File: src/rtl/memory_access_unit_pkg.sv
// Shared types for the memory access unit: command encoding, FSM state and
// the address-datapath command.
package control;

    localparam int ADDR_BUS_WIDTH = 9;

    typedef enum logic [2:0] {
        MEM_NOP      = 3'd0,
        MEM_ABSOLUTE = 3'd1,
        MEM_REL_ADD  = 3'd2,
        MEM_REL_SUB  = 3'd3,
        MEM_READ     = 3'd4,
        MEM_WRITE    = 3'd5
    } memory_op_e;

    typedef enum logic [0:0] {MAU_IDLE, MAU_BUS} mau_state_e;

    typedef enum logic [1:0] {ADDR_HOLD, ADDR_LOAD, ADDR_ADD, ADDR_SUB} addr_cmd_e;

endpackage

File: src/rtl/mem_addr_gen.sv
// Address register with load/add/subtract datapath; wrap is a registered
// one-cycle pulse on carry-out (add) or borrow (subtract).
module mem_addr_gen
    import control::*;
#(
    parameter int ADDR_WIDTH = ADDR_BUS_WIDTH
) (
    input  logic                  clk,
    input  logic                  rst_n,
    input  addr_cmd_e             cmd,
    input  logic [ADDR_WIDTH-1:0] operand,
    output logic [ADDR_WIDTH-1:0] addr,
    output logic                  wrap
);

    logic [ADDR_WIDTH-1:0] addr_reg, addr_next;
    logic                  wrap_reg, wrap_next;
    logic [ADDR_WIDTH:0]   sum_ext, diff_ext;

    // Extra top bit captures carry-out of the add and borrow of the subtract.
    assign sum_ext  = {1'b0, addr_reg} + {1'b0, operand};
    assign diff_ext = {1'b0, addr_reg} - {1'b0, operand};

    always_comb begin
        addr_next = addr_reg;
        wrap_next = 1'b0;
        case (cmd)
            ADDR_LOAD: addr_next = operand;
            ADDR_ADD: begin
                addr_next = sum_ext[ADDR_WIDTH-1:0];
                wrap_next = sum_ext[ADDR_WIDTH];
            end
            ADDR_SUB: begin
                addr_next = diff_ext[ADDR_WIDTH-1:0];
                wrap_next = diff_ext[ADDR_WIDTH];
            end
            default: ;
        endcase
    end

    always_ff @(posedge clk) begin
        if (!rst_n) begin
            addr_reg <= '0;
            wrap_reg <= 1'b0;
        end else begin
            addr_reg <= addr_next;
            wrap_reg <= wrap_next;
        end
    end

    assign addr = addr_reg;
    assign wrap = wrap_reg;

endmodule

File: src/rtl/memory_access_unit.sv
// Executes memory_op_e commands against a req/ack RAM and owns the address
// register. Optional bus timeout is enabled by defining MEM_TIMEOUT_EN.
module memory_access_unit
    import control::*;
#(
    parameter int ADDR_WIDTH     = ADDR_BUS_WIDTH,
    parameter int DATA_WIDTH     = 8,
    parameter int TIMEOUT_CYCLES = 15
) (
    input  logic                  clk,
    input  logic                  rst_n,
    input  memory_op_e            op_i,
    input  logic                  op_valid_i,
    output logic                  op_ready_o,
    input  logic                  post_inc_i,
    input  logic [ADDR_WIDTH-1:0] addr_operand_i,
    input  logic [DATA_WIDTH-1:0] wdata_i,
    output logic [DATA_WIDTH-1:0] rdata_o,
    output logic                  rdata_valid_o,
    output logic [ADDR_WIDTH-1:0] addr_o,
    output logic                  addr_wrap_o,
    output logic                  err_o,
    output logic                  mem_req_o,
    output logic                  mem_we_o,
    output logic [ADDR_WIDTH-1:0] mem_addr_o,
    output logic [DATA_WIDTH-1:0] mem_wdata_o,
    input  logic [DATA_WIDTH-1:0] mem_rdata_i,
    input  logic                  mem_ack_i
);

    mau_state_e            state_reg;
    logic                  req_reg, we_reg, post_inc_reg, rdata_valid_reg, err_reg;
    logic [ADDR_WIDTH-1:0] mem_addr_reg;
    logic [DATA_WIDTH-1:0] mem_wdata_reg, rdata_reg;
    addr_cmd_e             addr_cmd;
    logic [ADDR_WIDTH-1:0] addr_opd;
    logic                  accept, is_mem_op;

    assign op_ready_o = (state_reg == MAU_IDLE);
    assign accept     = op_valid_i && op_ready_o;
    assign is_mem_op  = (op_i == MEM_READ) || (op_i == MEM_WRITE);

    always_comb begin
        addr_cmd = ADDR_HOLD;
        addr_opd = addr_operand_i;
        if (accept) begin
            case (op_i)
                MEM_ABSOLUTE: addr_cmd = ADDR_LOAD;
                MEM_REL_ADD:  addr_cmd = ADDR_ADD;
                MEM_REL_SUB:  addr_cmd = ADDR_SUB;
                default:      addr_cmd = ADDR_HOLD;
            endcase
        end else if (state_reg == MAU_BUS && mem_ack_i && post_inc_reg) begin
            addr_cmd = ADDR_ADD;
            addr_opd = ADDR_WIDTH'(1);
        end
    end

    mem_addr_gen #(.ADDR_WIDTH(ADDR_WIDTH)) u_addr_gen (
        .clk     (clk),
        .rst_n   (rst_n),
        .cmd     (addr_cmd),
        .operand (addr_opd),
        .addr    (addr_o),
        .wrap    (addr_wrap_o)
    );

`ifdef MEM_TIMEOUT_EN
    localparam int CNT_W = $clog2(TIMEOUT_CYCLES + 1);
    logic [CNT_W-1:0] wait_cnt_reg;
    logic             expired;

    // Expiry is the TIMEOUT_CYCLES-th BUS cycle that ends without ack.
    assign expired = (wait_cnt_reg == CNT_W'(TIMEOUT_CYCLES - 1));
`else
    logic [31:0] unused_timeout;
    assign unused_timeout = TIMEOUT_CYCLES;
`endif

    always_ff @(posedge clk) begin
        if (!rst_n) begin
            state_reg       <= MAU_IDLE;
            req_reg         <= 1'b0;
            we_reg          <= 1'b0;
            post_inc_reg    <= 1'b0;
            mem_addr_reg    <= '0;
            mem_wdata_reg   <= '0;
            rdata_reg       <= '0;
            rdata_valid_reg <= 1'b0;
            err_reg         <= 1'b0;
`ifdef MEM_TIMEOUT_EN
            wait_cnt_reg    <= '0;
`endif
        end else begin
            rdata_valid_reg <= 1'b0;
            err_reg         <= 1'b0;
            case (state_reg)
                MAU_IDLE: begin
                    if (accept && is_mem_op) begin
                        state_reg     <= MAU_BUS;
                        req_reg       <= 1'b1;
                        we_reg        <= (op_i == MEM_WRITE);
                        post_inc_reg  <= post_inc_i;
                        mem_addr_reg  <= addr_o;
                        mem_wdata_reg <= wdata_i;
`ifdef MEM_TIMEOUT_EN
                        wait_cnt_reg  <= '0;
`endif
                    end
                end
                default: begin
                    if (mem_ack_i) begin
                        state_reg <= MAU_IDLE;
                        req_reg   <= 1'b0;
                        if (!we_reg) begin
                            rdata_reg       <= mem_rdata_i;
                            rdata_valid_reg <= 1'b1;
                        end
                    end
`ifdef MEM_TIMEOUT_EN
                    else if (expired) begin
                        state_reg <= MAU_IDLE;
                        req_reg   <= 1'b0;
                        err_reg   <= 1'b1;
                    end else begin
                        wait_cnt_reg <= wait_cnt_reg + 1'b1;
                    end
`endif
                end
            endcase
        end
    end

`ifdef MEM_TIMEOUT_EN
    assign err_o = err_reg;
`else
    assign err_o = 1'b0;
`endif
    assign mem_req_o     = req_reg;
    assign mem_we_o      = we_reg;
    assign mem_addr_o    = mem_addr_reg;
    assign mem_wdata_o   = mem_wdata_reg;
    assign rdata_o       = rdata_reg;
    assign rdata_valid_o = rdata_valid_reg;

endmodule

File: config.mk
export PLATFORM = sky130hd
export DESIGN_NAME = memory_access_unit
export DESIGN_NICKNAME = d
export VERILOG_FILES = /design/src/rtl/memory_access_unit_pkg.sv /design/src/rtl/mem_addr_gen.sv /design/src/rtl/memory_access_unit.sv
export SDC_FILE = /design/constraint.sdc
export NUM_CORES = 1
export LEC_CHECK = 0
export ABC_AREA = 1
export CORE_MARGIN = 2
export CORE_UTILIZATION = 43
export CTS_CLUSTER_SIZE = 20
export DETAILED_ROUTE_END_ITERATION = 12
export PLACE_DENSITY = 0.76
export SYNTH_ARGS = -nofsm -noshare
export SYNTH_HDL_FRONTEND = slang
export SYNTH_SLANG_ARGS = --single-unit
File: constraint.sdc
create_clock -name clk -period 2.16 [get_ports clk]
set_clock_uncertainty 0.2 [all_clocks]
set_input_delay 0.216 -clock clk [delete_from_list [all_inputs] [get_ports clk]]
set_output_delay 0.216 -clock clk [all_outputs]
set_load 0.02 [all_outputs]
# ---- Word level (Yosys, flattened, before mapping)
# Index checks and enable logic that the tools add are counted.
dict set report word_totals {
  inputBits 33
  word_cells 48
  reg_bits 40
}
dict set report op_classes {
  n_bitwise 2
  eq_ne 9
  n_reduce_logical 11
  mux 14
  n_addsub 2
}
# op n
set op_table {}
lappend op_table {{one-hot mux 9 bit (3 select lines)} 1}
lappend op_table {{two-way mux 9 bit} 2}
lappend op_table {{adder 9 x 9 -> 10 bit} 1}
lappend op_table {{subtractor 9 x 9 -> 10 bit} 1}
lappend op_table {{two-way mux 1 bit} 7}
lappend op_table {{equality test 3 x 2 -> 1 bit (second input constant)} 2}
lappend op_table {{equality test 3 bit (second input constant)} 2}
lappend op_table {{one-hot mux 2 bit (3 select lines)} 1}
lappend op_table {{AND reduction 3 bit} 2}
lappend op_table {{equality test 2 bit (second input constant)} 2}
lappend op_table {{logical AND 1 bit} 4}
lappend op_table {{two-way mux 2 bit} 2}
lappend op_table {{AND reduction 2 bit} 2}
lappend op_table {{equality test 3 x 1 -> 1 bit (second input constant)} 1}
lappend op_table {{nonzero test 3 bit} 1}
lappend op_table {{equality test 2 x 1 -> 1 bit (second input constant)} 1}
lappend op_table {{!= test 2 bit (second input constant)} 1}
lappend op_table {{inverter 1 bit} 2}
lappend op_table {{one-hot mux 1 bit (2 select lines)} 1}
lappend op_table {{nonzero test 2 bit} 1}
lappend op_table {{logical OR 1 bit} 1}

# ---- Logic depth before layout (Yosys ltp)
# Gate-level depths: netlist (run 1).
dict set report logic_depth {
  word_depth 6
  mapped_depth 17
  mapped_depth_nobuf 16
}

# ---- Hierarchy
# From an unflattened synthesis (run 1), not the netlist that was laid out.
dict set report hier_totals {
  hier_cells 407
  hier_area_um2 2656.3
}
# mod area_per_inst_um2 instances cells_per_inst seq_area_each_um2
set by_module_without_submodules {}
lappend by_module_without_submodules {mem_addr_gen 1337.5 1 225 200.2}
lappend by_module_without_submodules {memory_access_unit 1318.8 1 182 600.6}

# ---- Worst setup path after synthesis (run 1)
# Ideal clock, no wire load.
dict set report synth_path {
  path_kind {flip-flop to flip-flop}
  start {reg state_reg}
  end {reg u_addr_gen.addr_reg[8] (netlist: u_addr_gen.addr[8])}
  setup_ns 0.117
  path_stages_with_launch 14
  n_path_buf 0
  period_less_slack_ns 2.254
  slack_ns -0.094
  required_ns 1.843
  arrival_ns 1.937
  cell_sequence {dfxtp_1 -> nand2_2 -> nor2_4 -> or2_2 -> ha_1 -> fa_1 -> inv_1 -> nand3_1 -> nand2_1 -> nand2_1 -> a21oi_1 -> nor2_1 -> nor2_1 -> nor2_1}
}
dict set report synth_via {
  elab_chain_cells 6
  elab_cells_between_ends 15
  cone_classes {add/sub (2); eq/ne (3); mux (5); bitwise (1); reduce/logical (4)}
}
# item line_no
set synth_lines {}
lappend synth_lines {{from (decl)} memory_access_unit.sv:31} ;# mau_state_e state_reg;
lappend synth_lines {{from (signal assigned)} memory_access_unit.sv:82} ;# state_reg <= MAU_IDLE;
lappend synth_lines {{from (signal assigned)} memory_access_unit.sv:100} ;# state_reg <= MAU_BUS;
lappend synth_lines {{from (signal assigned)} memory_access_unit.sv:113} ;# state_reg <= MAU_IDLE;
lappend synth_lines {{logical AND 1 bit (2 in series)} memory_access_unit.sv:53} ;# end else if (state_reg == MAU_BUS && mem_ack_i && post_inc_reg) begin
lappend synth_lines {{two-way mux 9 bit / two-way mux 2 bit (equally long branches)} memory_access_unit.sv:53}
lappend synth_lines {{two-way mux 9 bit / two-way mux 2 bit (equally long branches)} memory_access_unit.sv:46} ;# if (accept) begin
lappend synth_lines {{subtractor 9 x 9 -> 10 bit, or another cell as far along} mem_addr_gen.sv:22} ;# assign diff_ext = {1'b0, addr_reg} - {1'b0, operand};
lappend synth_lines {{one-hot mux 9 bit (3 select lines) / nonzero test 3 bit (equally long branches)} n/a}
lappend synth_lines {{to (signal assigned)} mem_addr_gen.sv:46} ;# addr_reg <= addr_next;
lappend synth_lines {{to (decl)} mem_addr_gen.sv:16} ;# logic [ADDR_WIDTH-1:0] addr_reg, addr_next;
# Several ways; a longest one is shown, not always the timed one.
# A chain may end at the register's enable or synchronous reset.

# ---- Worst setup path in the final report (run 1)
# Ends and elaborated chain as after synthesis.

==> results of run 1 <==
## path summary, 6_finish.rpt
kind	endpoint	slack [ps]	cells past startpoint	from
setup reg to reg	u_addr_gen.addr[8]	-100	16	state_reg
setup / recovery	u_addr_gen.addr[8]	-100	16	state_reg
hold / removal	state_reg	220	4	mem_ack_i
hold reg to reg	mem_req_o	280	2	mem_req_o
## kinds of logic (layout without fill, tap and decap cells)
logic type / count (synthesis) / count (layout) / share of synthesized area
compound gates: 68 / 68 / 0.141
xor+xnor: 2 / 2 / 0.00681
fa+ha+maj: 22 / 22 / 0.113
buf+inv: 64 / 176 / 0.102
flops: 40 / 40 / 0.311
other cells: 1 / 1 / 0.00146
simple gates: 190 / 190 / 0.324
## Yosys cell counts
| cell | number | area (µm²) |
|---|---|---|
| sky130_fd_sc_hd__inv_1 | 46 | 173 |
| sky130_fd_sc_hd__a31oi_1 | 2 | 12.5 |
| sky130_fd_sc_hd__clkinv_1 | 1 | 3.75 |
| sky130_fd_sc_hd__nand2_4 | 4 | 45.0 |
| sky130_fd_sc_hd__inv_2 | 4 | 15.0 |
| sky130_fd_sc_hd__o211ai_1 | 1 | 7.51 |
| sky130_fd_sc_hd__conb_1 | 1 | 3.75 |
| sky130_fd_sc_hd__o21ai_1 | 1 | 5.00 |
| sky130_fd_sc_hd__or2_0 | 1 | 6.26 |
| sky130_fd_sc_hd__or2_2 | 3 | 18.8 |
| sky130_fd_sc_hd__nor2_1 | 70 | 263 |
| sky130_fd_sc_hd__nor3_1 | 3 | 15.0 |
| sky130_fd_sc_hd__inv_4 | 1 | 6.26 |
| sky130_fd_sc_hd__clkbuf_2 | 1 | 5.00 |
| sky130_fd_sc_hd__o21ai_0 | 42 | 210 |
| sky130_fd_sc_hd__a21oi_4 | 1 | 16.3 |
| sky130_fd_sc_hd__a21oi_1 | 18 | 90.1 |
| sky130_fd_sc_hd__clkinv_2 | 1 | 5.00 |
| sky130_fd_sc_hd__nand2_2 | 1 | 6.26 |
| sky130_fd_sc_hd__nor3_4 | 1 | 16.3 |
| sky130_fd_sc_hd__dfxtp_1 | 40 | 801 |
| sky130_fd_sc_hd__nor2_2 | 1 | 6.26 |
| sky130_fd_sc_hd__nand2_1 | 75 | 282 |
| sky130_fd_sc_hd__buf_4 | 3 | 22.5 |
| sky130_fd_sc_hd__o21bai_1 | 2 | 15.0 |
| sky130_fd_sc_hd__o22ai_1 | 1 | 6.26 |
| sky130_fd_sc_hd__xor2_1 | 2 | 17.5 |
| sky130_fd_sc_hd__ha_1 | 20 | 250 |
| sky130_fd_sc_hd__nor2_4 | 3 | 33.8 |
| sky130_fd_sc_hd__nand3b_1 | 1 | 7.51 |
| sky130_fd_sc_hd__buf_2 | 5 | 25.0 |
| sky130_fd_sc_hd__fa_1 | 2 | 40.0 |
| sky130_fd_sc_hd__clkbuf_1 | 2 | 7.51 |
| sky130_fd_sc_hd__nand3_1 | 27 | 135 |
## repair_timing
| item | 4_1_cts | 5_1_grt |
|---|---|---|
| buffers inserted | 3 | 3 |
| endpoints found under the hold margin | 0 | 0 |
| gates resized for setup | 26 | 16 |
| pin swaps | 7 | 11 |
| setup endpoints to repair | 7 | 8 |
## stage by stage
| stage | utilization | TNS [ps] |
|---|---|---|
| final | 0.677 | -212 |
| after CTS | 0.663 | -32.2 |
| after global placement | 0.624 | -3860 |
| after floorplan | - | 0 |
| after detailed placement | 0.624 | -4350 |
| after global routing | 0.677 | -1190 |
## tightest hold or removal path, delay by kind of cell
family,cells,cell delay (ps)
buf+inv,1,260
simple gates,3,200
## where the power goes
part | internal [W] | switching (W)
clock | 0.000231 | 0.000297
combinational | 0.000352 | 0.000383
sequential | 0.000776 | 0.0000400
## cell type report
type                       count  area share
clock buffer                   6      0.0183
multi-input combinational    283       0.433
sequential                    40       0.203
timing repair buffer         115       0.267
clock inverter                 2     0.00411
inverter                      53      0.0518
tap                           75      0.0237
## layer usage
layer / GRT usage / share of wire / up-vias
li1: - / - / 1443
met1: 0.310 / 0.42 / 1359
met2: 0.398 / 0.46 / 157
met3: 0.0644 / 0.089 / 21
met4: 0.102 / 0.027 / 0
met5: 0 / 0 / -
==> run metrics, run 1 <==
layout-stage area growth over the synthesis result 53.9%; Final Non-Filler Cells 574; drt total wl 8.02 mm; number of buffers and inverters on the critical path 3; number of buffers added to fix hold violations after cts 0; final-report setup violation count 6; Final WS setup -104 ps; maximum clock insertion buffer count 2; final max-slew violation count 0; maximum number of pins on one net before global-route repair 38; unrepaired setup endpoints after global routing true; power per unit of standard cell area 525 mW/mm²; average wire per standard cell 14.0 µm; maximum fanout along the worst path 8; Post-Syn Instances 387; Achievable Freq 442 MHz; DRT antenna net count 0; multi-input combinational cell area 0.00171 mm²; cell at the root of the clock tree sky130_fd_sc_hd__clkbuf_8; Tot GR Track Use 0.246; placed wire-length estimate 5.59 mm; Initial Util 0.440; flops & latches, synth 40; netlist area before placement 0.00257 mm²; post-layout minimum cycle time 2260 ps; antenna violations before repair 0; largest stage delay on the critical path 360 ps; ordered cell list for the critical path nand2_4, nor2_4, inv_4, buf_4, nand2_1, inv_2, ha_4, nand2_1, nor2_1, nand3_2, nand2_1, nand2_1, nand3_2, nand2_1, nor2_1, nor2_1; failing checks negative setup slack; YS warnings 0; area of the die 0.00662 mm²; nets 553; Die Span Y 81.3 µm; element type at the critical path start register; clock slew seen by the registers of the worst setup and hold paths 90 ps; # Max-Cap Violations 0; crit share post-route 1.05; Core ar. 0.00585 mm²; first-pass GRT wire length 12.6 mm; Hold Crit Class input pin to register; critical path class register to register; maximum vdd ir drop 320 µV; leading cell type in the layout, fill and taps excluded sky130_fd_sc_hd__clkdlybuf4s50_1; mean area per synthesized cell 6.65 µm²; number of vias per cell after detailed routing 5.19; run status complete, but fails checks; share of layout cells above drive strength 1 0.214; data arrival time at the worst-slack endpoint 2260 ps; clock insertion delay at the later pin of the skew report 300 ps; sum of internal, switching and leakage power 0.00208 W; GRT Residual Overflow 0; Non-Filler Cell Area, Final 0.00396 mm²; CTS tree yes; crit-path most repeated cell sky130_fd_sc_hd__nand2_1; Final Hold Fails 0; Worst Path Required 2160 ps; first-pass iteration count of the detailed router 6; level count of the clock H-tree 2; cell family contributing the most delay on the critical path simple AND/OR/NAND/NOR gates; number of violations reported at the end of detailed-routing iteration 0 239; RD Place Congestion 0.919; proportion of synthesized chip area in sequential cells 0.311; highest-delay cell along the critical path sky130_fd_sc_hd__dfxtp_2; Post-Place Worst Slack -609 ps; Post-DP Area 0.00365 mm²; category of the worst setup path capture point register; Core Rows 28; Lkg Pwr 1.88 nW; Cells after DPL 561; final antenna diode count 0; Fillers 467; remaining design rule violation count 0; Cell variety after synth 34; number of vias after detailed routing 2,980; worst hold-check slack 219 ps; count of port buffers added during placement 71; TritonCTS buffer count 5; total clock sinks 40; Net Count, Synth 442; most used cells in the layout excluding fill and tap cells 70 x sky130_fd_sc_hd__clkdlybuf4s50_1, 69 x sky130_fd_sc_hd__nor2_1, 68 x sky130_fd_sc_hd__nand2_1, 42 x sky130_fd_sc_hd__o21ai_0, 42 x sky130_fd_sc_hd__buf_4; number of global-route vias before repair 2,786; area occupied by registers 802 µm²; Die Span X 81.3 µm; number of placed I/O pins 73
Power figures use the tool's default switching activity.
==> inputs of run 2 (changes only) <==
CTS_CLUSTER_DIAMETER = 200   (was not set)
SKIP_CTS_REPAIR_TIMING = 1   (was not set)
==> run 2 against run 1 <==
The flow still finishes with violations (negative setup slack). Die area unchanged. Setup slack improved by 3.4 ps. Maximum frequency rose by 0.15%. Non-clock buffer count down 1.
==> run metrics, run 2 (synthesized netlist as in run 1, its figures left out) <==
Die Span Y 81.3 µm (unchanged); internal power 0.00135 W (-0.53%); CTS tree yes; Final WS setup -100 ps (+3.39 ps); area of the die 0.00662 mm² (unchanged); Worst R2R Path Depth 16 (unchanged); area occupied by registers 802 µm² (unchanged); clock slew seen by the registers of the worst setup and hold paths 90 ps (about the same); maximum vdd ir drop 319 µV (-0.28%); RD Place Congestion 0.919 (unchanged); most used cells in the layout excluding fill and tap cells 70 x sky130_fd_sc_hd__clkdlybuf4s50_1, 69 x sky130_fd_sc_hd__nor2_1, 64 x sky130_fd_sc_hd__nand2_1, 42 x sky130_fd_sc_hd__o21ai_0, 41 x sky130_fd_sc_hd__buf_4; Initial Util 0.440 (unchanged); Cells after DPL 561 (unchanged); power per unit of standard cell area 523 mW/mm² (-0.37%); nets 552 (-0.18%); unrepaired setup endpoints after global routing true; Achievable Freq 442 MHz (+0.15%); number of violations reported at the end of detailed-routing iteration 0 230 (-3.8%); maximum number of pins on one net before global-route repair 38 (unchanged); part of the power in the clock network 0.254 (about the same); first-pass iteration count of the detailed router 4 (-2); Flop pwr share 0.396 (+0.003); final max-slew violation count 0 (unchanged); post-layout minimum cycle time 2260 ps (-3.39 ps); placed wire-length estimate 5.59 mm (unchanged); Fillers 477 (+2.1%); data arrival time at the worst-slack endpoint 2250 ps (about the same); Final Util 0.672 (-0.00470); total clock sinks 40 (unchanged); FF-to-FF Start state_reg; TritonCTS buffer count 5 (unchanged); clock insertion delay at the later pin of the skew report 290 ps (about the same); drt total wl 7.86 mm (-2.0%); crit share post-route 1.05 (-0.00157); number of vias per cell after detailed routing 5.03 (-3.1%); layout-stage area growth over the synthesis result 52.8%; switching power 0.000705 W (-2.1%); Tot GR Track Use 0.234 (-0.0126); # Max-Cap Violations 0 (unchanged); maximum fanout along the worst path 3 (-5); antenna violations before repair 0 (unchanged); final antenna diode count 0 (unchanged); reg2reg end u_addr_gen.addr[8]; Sw Ratio 0.343 (-0.00357); slack of the worst reg-to-reg path -100 ps (about the same); number of vias after detailed routing 2,882 (-3.3%); Final Hold Fails 0 (unchanged); failing checks negative setup slack; element type at the critical path start register; count of port buffers added during placement 71 (unchanged); final-report setup violation count 2 (-4); average wire per standard cell 13.7 µm (-1.9%); Worst Path Required 2150 ps (about the same); number of global-route vias before repair 2,671 (-4.1%); run status complete, but fails checks; remaining design rule violation count 0 (unchanged); maximum clock insertion buffer count 2 (unchanged); category of the worst setup path capture point register; cell at the root of the clock tree sky130_fd_sc_hd__clkbuf_8; sum of internal, switching and leakage power 0.00206 W (-1.1%); Final Non-Filler Cells 573 (-0.17%); worst setup path end u_addr_gen.addr[8]; level count of the clock H-tree 2 (unchanged); Lkg Pwr 1.87 nW (-0.45%); Gate power share 0.350 (-0.003); Core Rows 28 (unchanged); Hold Crit Class input pin to register; DRT antenna net count 0 (unchanged); critical path class register to register; Post-Place Worst Slack -609 ps (unchanged); worst setup path start state_reg; GRT Residual Overflow 0 (unchanged); Die Span X 81.3 µm (unchanged); number of placed I/O pins 73 (unchanged); first-pass GRT wire length 12.0 mm (-5.1%); share of layout cells above drive strength 1 0.215 (+0.000431); multi-input combinational cell area 0.00170 mm² (-1.0%); leading cell type in the layout, fill and taps excluded sky130_fd_sc_hd__clkdlybuf4s50_1; Core ar. 0.00585 mm² (unchanged)
[run 2: per-layer routing]
metal  track usage  vias to the layer above  share of wire
met5             0                        -              0
met4        0.0746                        0          0.019
met3        0.0611                       12          0.076
met2         0.378                      107           0.47
met1         0.303                     1324           0.43
li1              -                     1439              -
[run 2: layout make-up]
cell class | count | area share
Tap cell | 75 | 0.0239
Multi-Input combinational cell | 283 | 0.431
Clock buffer | 6 | 0.0185
Inverter | 53 | 0.0522
Sequential cell | 40 | 0.204
Timing Repair Buffer | 114 | 0.266
Clock inverter | 2 | 0.00414
[run 2: worst min-delay path by stage]
stage | from | end | slack [ps] | cells past startpoint
5_1_grt | mem_ack_i | state_reg | 150 | 4
3_5_place_dp | mem_req_o | mem_req_o | 270 | 2
6_report | mem_ack_i | state_reg | 110 | 4
3_3_place_gp | mem_req_o | mem_req_o | 250 | 2
4_1_cts | mem_req_o | mem_req_o | 280 | 2
2_1_floorplan | op_i[0] | mem_we_o | 140 | 2
[run 2: worst max-delay path, cell delays in order, from the launching register on]
cell and delay [ps]:
sky130_fd_sc_hd__dfxtp_2 360, sky130_fd_sc_hd__nand2_4 60, sky130_fd_sc_hd__nor2_4 130, sky130_fd_sc_hd__or2_4 170, sky130_fd_sc_hd__ha_4 130, sky130_fd_sc_hd__inv_2 40
sky130_fd_sc_hd__fa_2 380, sky130_fd_sc_hd__inv_2 60, sky130_fd_sc_hd__nand2_2 70, sky130_fd_sc_hd__nand2_4 80, sky130_fd_sc_hd__nand3_2 90, sky130_fd_sc_hd__nand2_1 70
sky130_fd_sc_hd__nand2_1 60, sky130_fd_sc_hd__nand3_2 80, sky130_fd_sc_hd__nand2_2 50, sky130_fd_sc_hd__nor2_1 100, sky130_fd_sc_hd__nor2_1 40
[run 2: power by group through the flow]
stage               Sequential (W)  Clock, W  Combinational (W)
global placement          0.000825         0           0.000636
floorplan                 0.000866         0           0.000305
finish                    0.000815  0.000522           0.000719
CTS                       0.000809  0.000538           0.000650
detailed placement        0.000826         0           0.000646
global route              0.000819  0.000563           0.000790
[run 2: stage by stage]
step | area [µm²] | setup TNS, ps | hold WS [ps]
4_1_cts | 3740 | -1590 | 281
6_report | 3930 | -146 | 113
2_1_floorplan | 2600 | 0 | 144
5_1_grt | 3930 | -842 | 150
3_3_place_gp | 3650 | -3860 | 253
3_5_place_dp | 3650 | -4350 | 265
==> inputs of run 3 (changes only) <==
==> constraint.sdc (replaced) <==
create_clock -name clk -period 2.16 [get_ports clk]
set_clock_uncertainty 0.2 [all_clocks]
set_input_delay 0.432 -clock clk [delete_from_list [all_inputs] [get_ports clk]]
set_output_delay 0.432 -clock clk [all_outputs]
set_load 0.02 [all_outputs]
==> run 3 against run 2 <==
The flow still finishes with violations (negative setup slack). Clock-buffer cell count is the same. Sequential power about the same. Non-clock buffer count rose by 12. Sequential share of layout area shrank 0.57 points. Setup slack improved by 15 ps. Critical path type unchanged. Critical endpoint unchanged. Largest cell class unchanged. Largest power group unchanged.
==> run metrics, run 3 (synthesized netlist as in run 1, its figures left out) <==
nets 564 (+2.2%); maximum fanout along the worst path 9 (+6); Hold Path Origin mem_req_o; Fillers 459 (-3.8%); unrepaired setup endpoints after global routing true; Achievable Freq 445 MHz (+0.65%); crit share post-route 1.04 (-0.00678); DRT antenna net count 0 (unchanged); layout-stage area growth over the synthesis result 57.7%; Final Hold Fails 0 (unchanged); number of vias per cell after detailed routing 4.99 (-0.83%); Lkg Pwr 1.94 nW (+3.7%); number of global-route vias before repair 2,800 (+4.8%); critical path class register to register; largest stage delay on the critical path 380 ps (about the same); Non-Filler Cell Area, Final 0.00406 mm² (+3.2%); level count of the clock H-tree 2 (unchanged); maximum number of pins on one net before global-route repair 38 (unchanged); Final Non-Filler Cells 585 (+2.1%); drt total wl 7.97 mm (+1.5%); area occupied by registers 805 µm² (+0.31%); cell family contributing the most delay on the critical path simple AND/OR/NAND/NOR gates; number of vias after detailed routing 2,918 (+1.2%); Final WS setup -85.7 ps (+14.6 ps); Worst Path Required 2150 ps (about the same); data arrival time at the worst-slack endpoint 2240 ps (about the same); RD Place Congestion 0.921 (+0.23%); worst setup path start state_reg; # Max-Cap Violations 0 (unchanged); Tot GR Track Use 0.250 (+0.0164); share of layout cells above drive strength 1 0.239 (+0.0244); GRT Residual Overflow 0 (unchanged); post-layout minimum cycle time 2250 ps (-14.6 ps); final-report setup violation count 6 (+4); Die Span Y 81.3 µm (unchanged); cell at the root of the clock tree sky130_fd_sc_hd__clkbuf_8; final antenna diode count 0 (unchanged); sum of internal, switching and leakage power 0.00209 W (+1.8%); area of the die 0.00662 mm² (unchanged); power per unit of standard cell area 516 mW/mm² (-1.4%); remaining design rule violation count 0 (unchanged); number of buffers and inverters on the critical path 4 (+2); Die Span X 81.3 µm (unchanged); Core ar. 0.00585 mm² (unchanged); Post-DP Area 0.00374 mm² (+2.4%); first-pass iteration count of the detailed router 5 (+1); Initial Util 0.440 (unchanged); number of violations reported at the end of detailed-routing iteration 0 227 (-1.3%); maximum vdd ir drop 353 µV (+11%); count of port buffers added during placement 71 (unchanged); TritonCTS buffer count 5 (unchanged); total clock sinks 40 (unchanged); failing checks negative setup slack; final max-slew violation count 0 (unchanged); number of placed I/O pins 73 (unchanged); CTS tree yes; most used cells in the layout excluding fill and tap cells 68 x sky130_fd_sc_hd__clkdlybuf4s50_1, 67 x sky130_fd_sc_hd__nor2_1, 65 x sky130_fd_sc_hd__nand2_1, 51 x sky130_fd_sc_hd__buf_4, 42 x sky130_fd_sc_hd__o21ai_0; worst hold-check slack 268 ps (+156 ps); maximum clock insertion buffer count 2 (unchanged); clock insertion delay at the later pin of the skew report 300 ps (about the same); ordered cell list for the critical path nand2_8, nor2_4, inv_4, nand2_1, inv_1, ha_4, clkbuf_2, inv_2, nand2_1, nor3_2, nand2_2, a21oi_2, nor2_1, nor2_1, nor2_1; leading cell type in the layout, fill and taps excluded sky130_fd_sc_hd__clkdlybuf4s50_1; category of the worst setup path capture point register; Hold Crit Class register to register; placed wire-length estimate 5.80 mm (+3.8%); FF-to-FF Start state_reg; highest-delay cell along the critical path sky130_fd_sc_hd__dfxtp_4; average wire per standard cell 13.6 µm (-0.61%); antenna violations before repair 0 (unchanged); Core Rows 28 (unchanged); clock slew seen by the registers of the worst setup and hold paths 90 ps (about the same); Final Util 0.694 (+0.0216); multi-input combinational cell area 0.00171 mm² (+1.1%); element type at the critical path start register; Cells after DPL 567 (+1.1%); run status complete, but fails checks; first-pass GRT wire length 12.9 mm (+8.0%); crit-path most repeated cell sky130_fd_sc_hd__nor2_1
==> run 3: report_power, final <==
part / switching, W / total [W] / internal, W / leakage, nW
Combinational: 0.000385 / 0.000753 / 0.000367 / 1.57
Clock: 0.000293 / 0.000524 / 0.000230 / 0.0414
Sequential: 0.0000401 / 0.000815 / 0.000775 / 0.327
==> run 3: final timing paths <==
| kind | end | cells past startpoint | slack (ps) |
|---|---|---|---|
| max | u_addr_gen.addr[8] | 15 | -90 |
| min | mem_req_o | 2 | 270 |
| max reg2reg | u_addr_gen.addr[8] | 15 | -90 |
| min reg2reg | mem_req_o | 2 | 270 |
==> run 3: worst register-to-register path: stages, from the launching register on <==
cell and delay [ps]:
sky130_fd_sc_hd__dfxtp_4 380, sky130_fd_sc_hd__nand2_8 60, sky130_fd_sc_hd__nor2_4 130, sky130_fd_sc_hd__inv_4 90, sky130_fd_sc_hd__nand2_1 90, sky130_fd_sc_hd__inv_1 80
sky130_fd_sc_hd__ha_4 270, sky130_fd_sc_hd__clkbuf_2 150, sky130_fd_sc_hd__inv_2 70, sky130_fd_sc_hd__nand2_1 70, sky130_fd_sc_hd__nor3_2 140, sky130_fd_sc_hd__nand2_2 100
sky130_fd_sc_hd__a21oi_2 130, sky130_fd_sc_hd__nor2_1 50, sky130_fd_sc_hd__nor2_1 90, sky130_fd_sc_hd__nor2_1 40
==> run 3: layer usage <==
layer  global-route usage  part of all wire  up-vias
met2                0.400              0.45      119
li1                     -                 -     1461
met1                0.323              0.45     1318
met4               0.0898             0.020        0
met3               0.0667             0.075       20
met5                    0                 0        -
==> run 3: metrics by stage <==
stage          worst slack [ps]  setup TNS (ps)
3_5_place_dp               -822           -6610
6_report                  -85.7            -346
2_1_floorplan             -33.3           -67.1
4_1_cts                    -524           -3750
5_1_grt                    -249           -1330
3_3_place_gp               -790           -6140
==> run 3: layout make-up <==
cell class	instances	area share
clock inverters	2	0.00401
well taps	75	0.0231
multi-input cells	283	0.422
clock buffers	6	0.0179
inverters	53	0.0506
repair buffers	126	0.284
flip-flops and latches	40	0.198
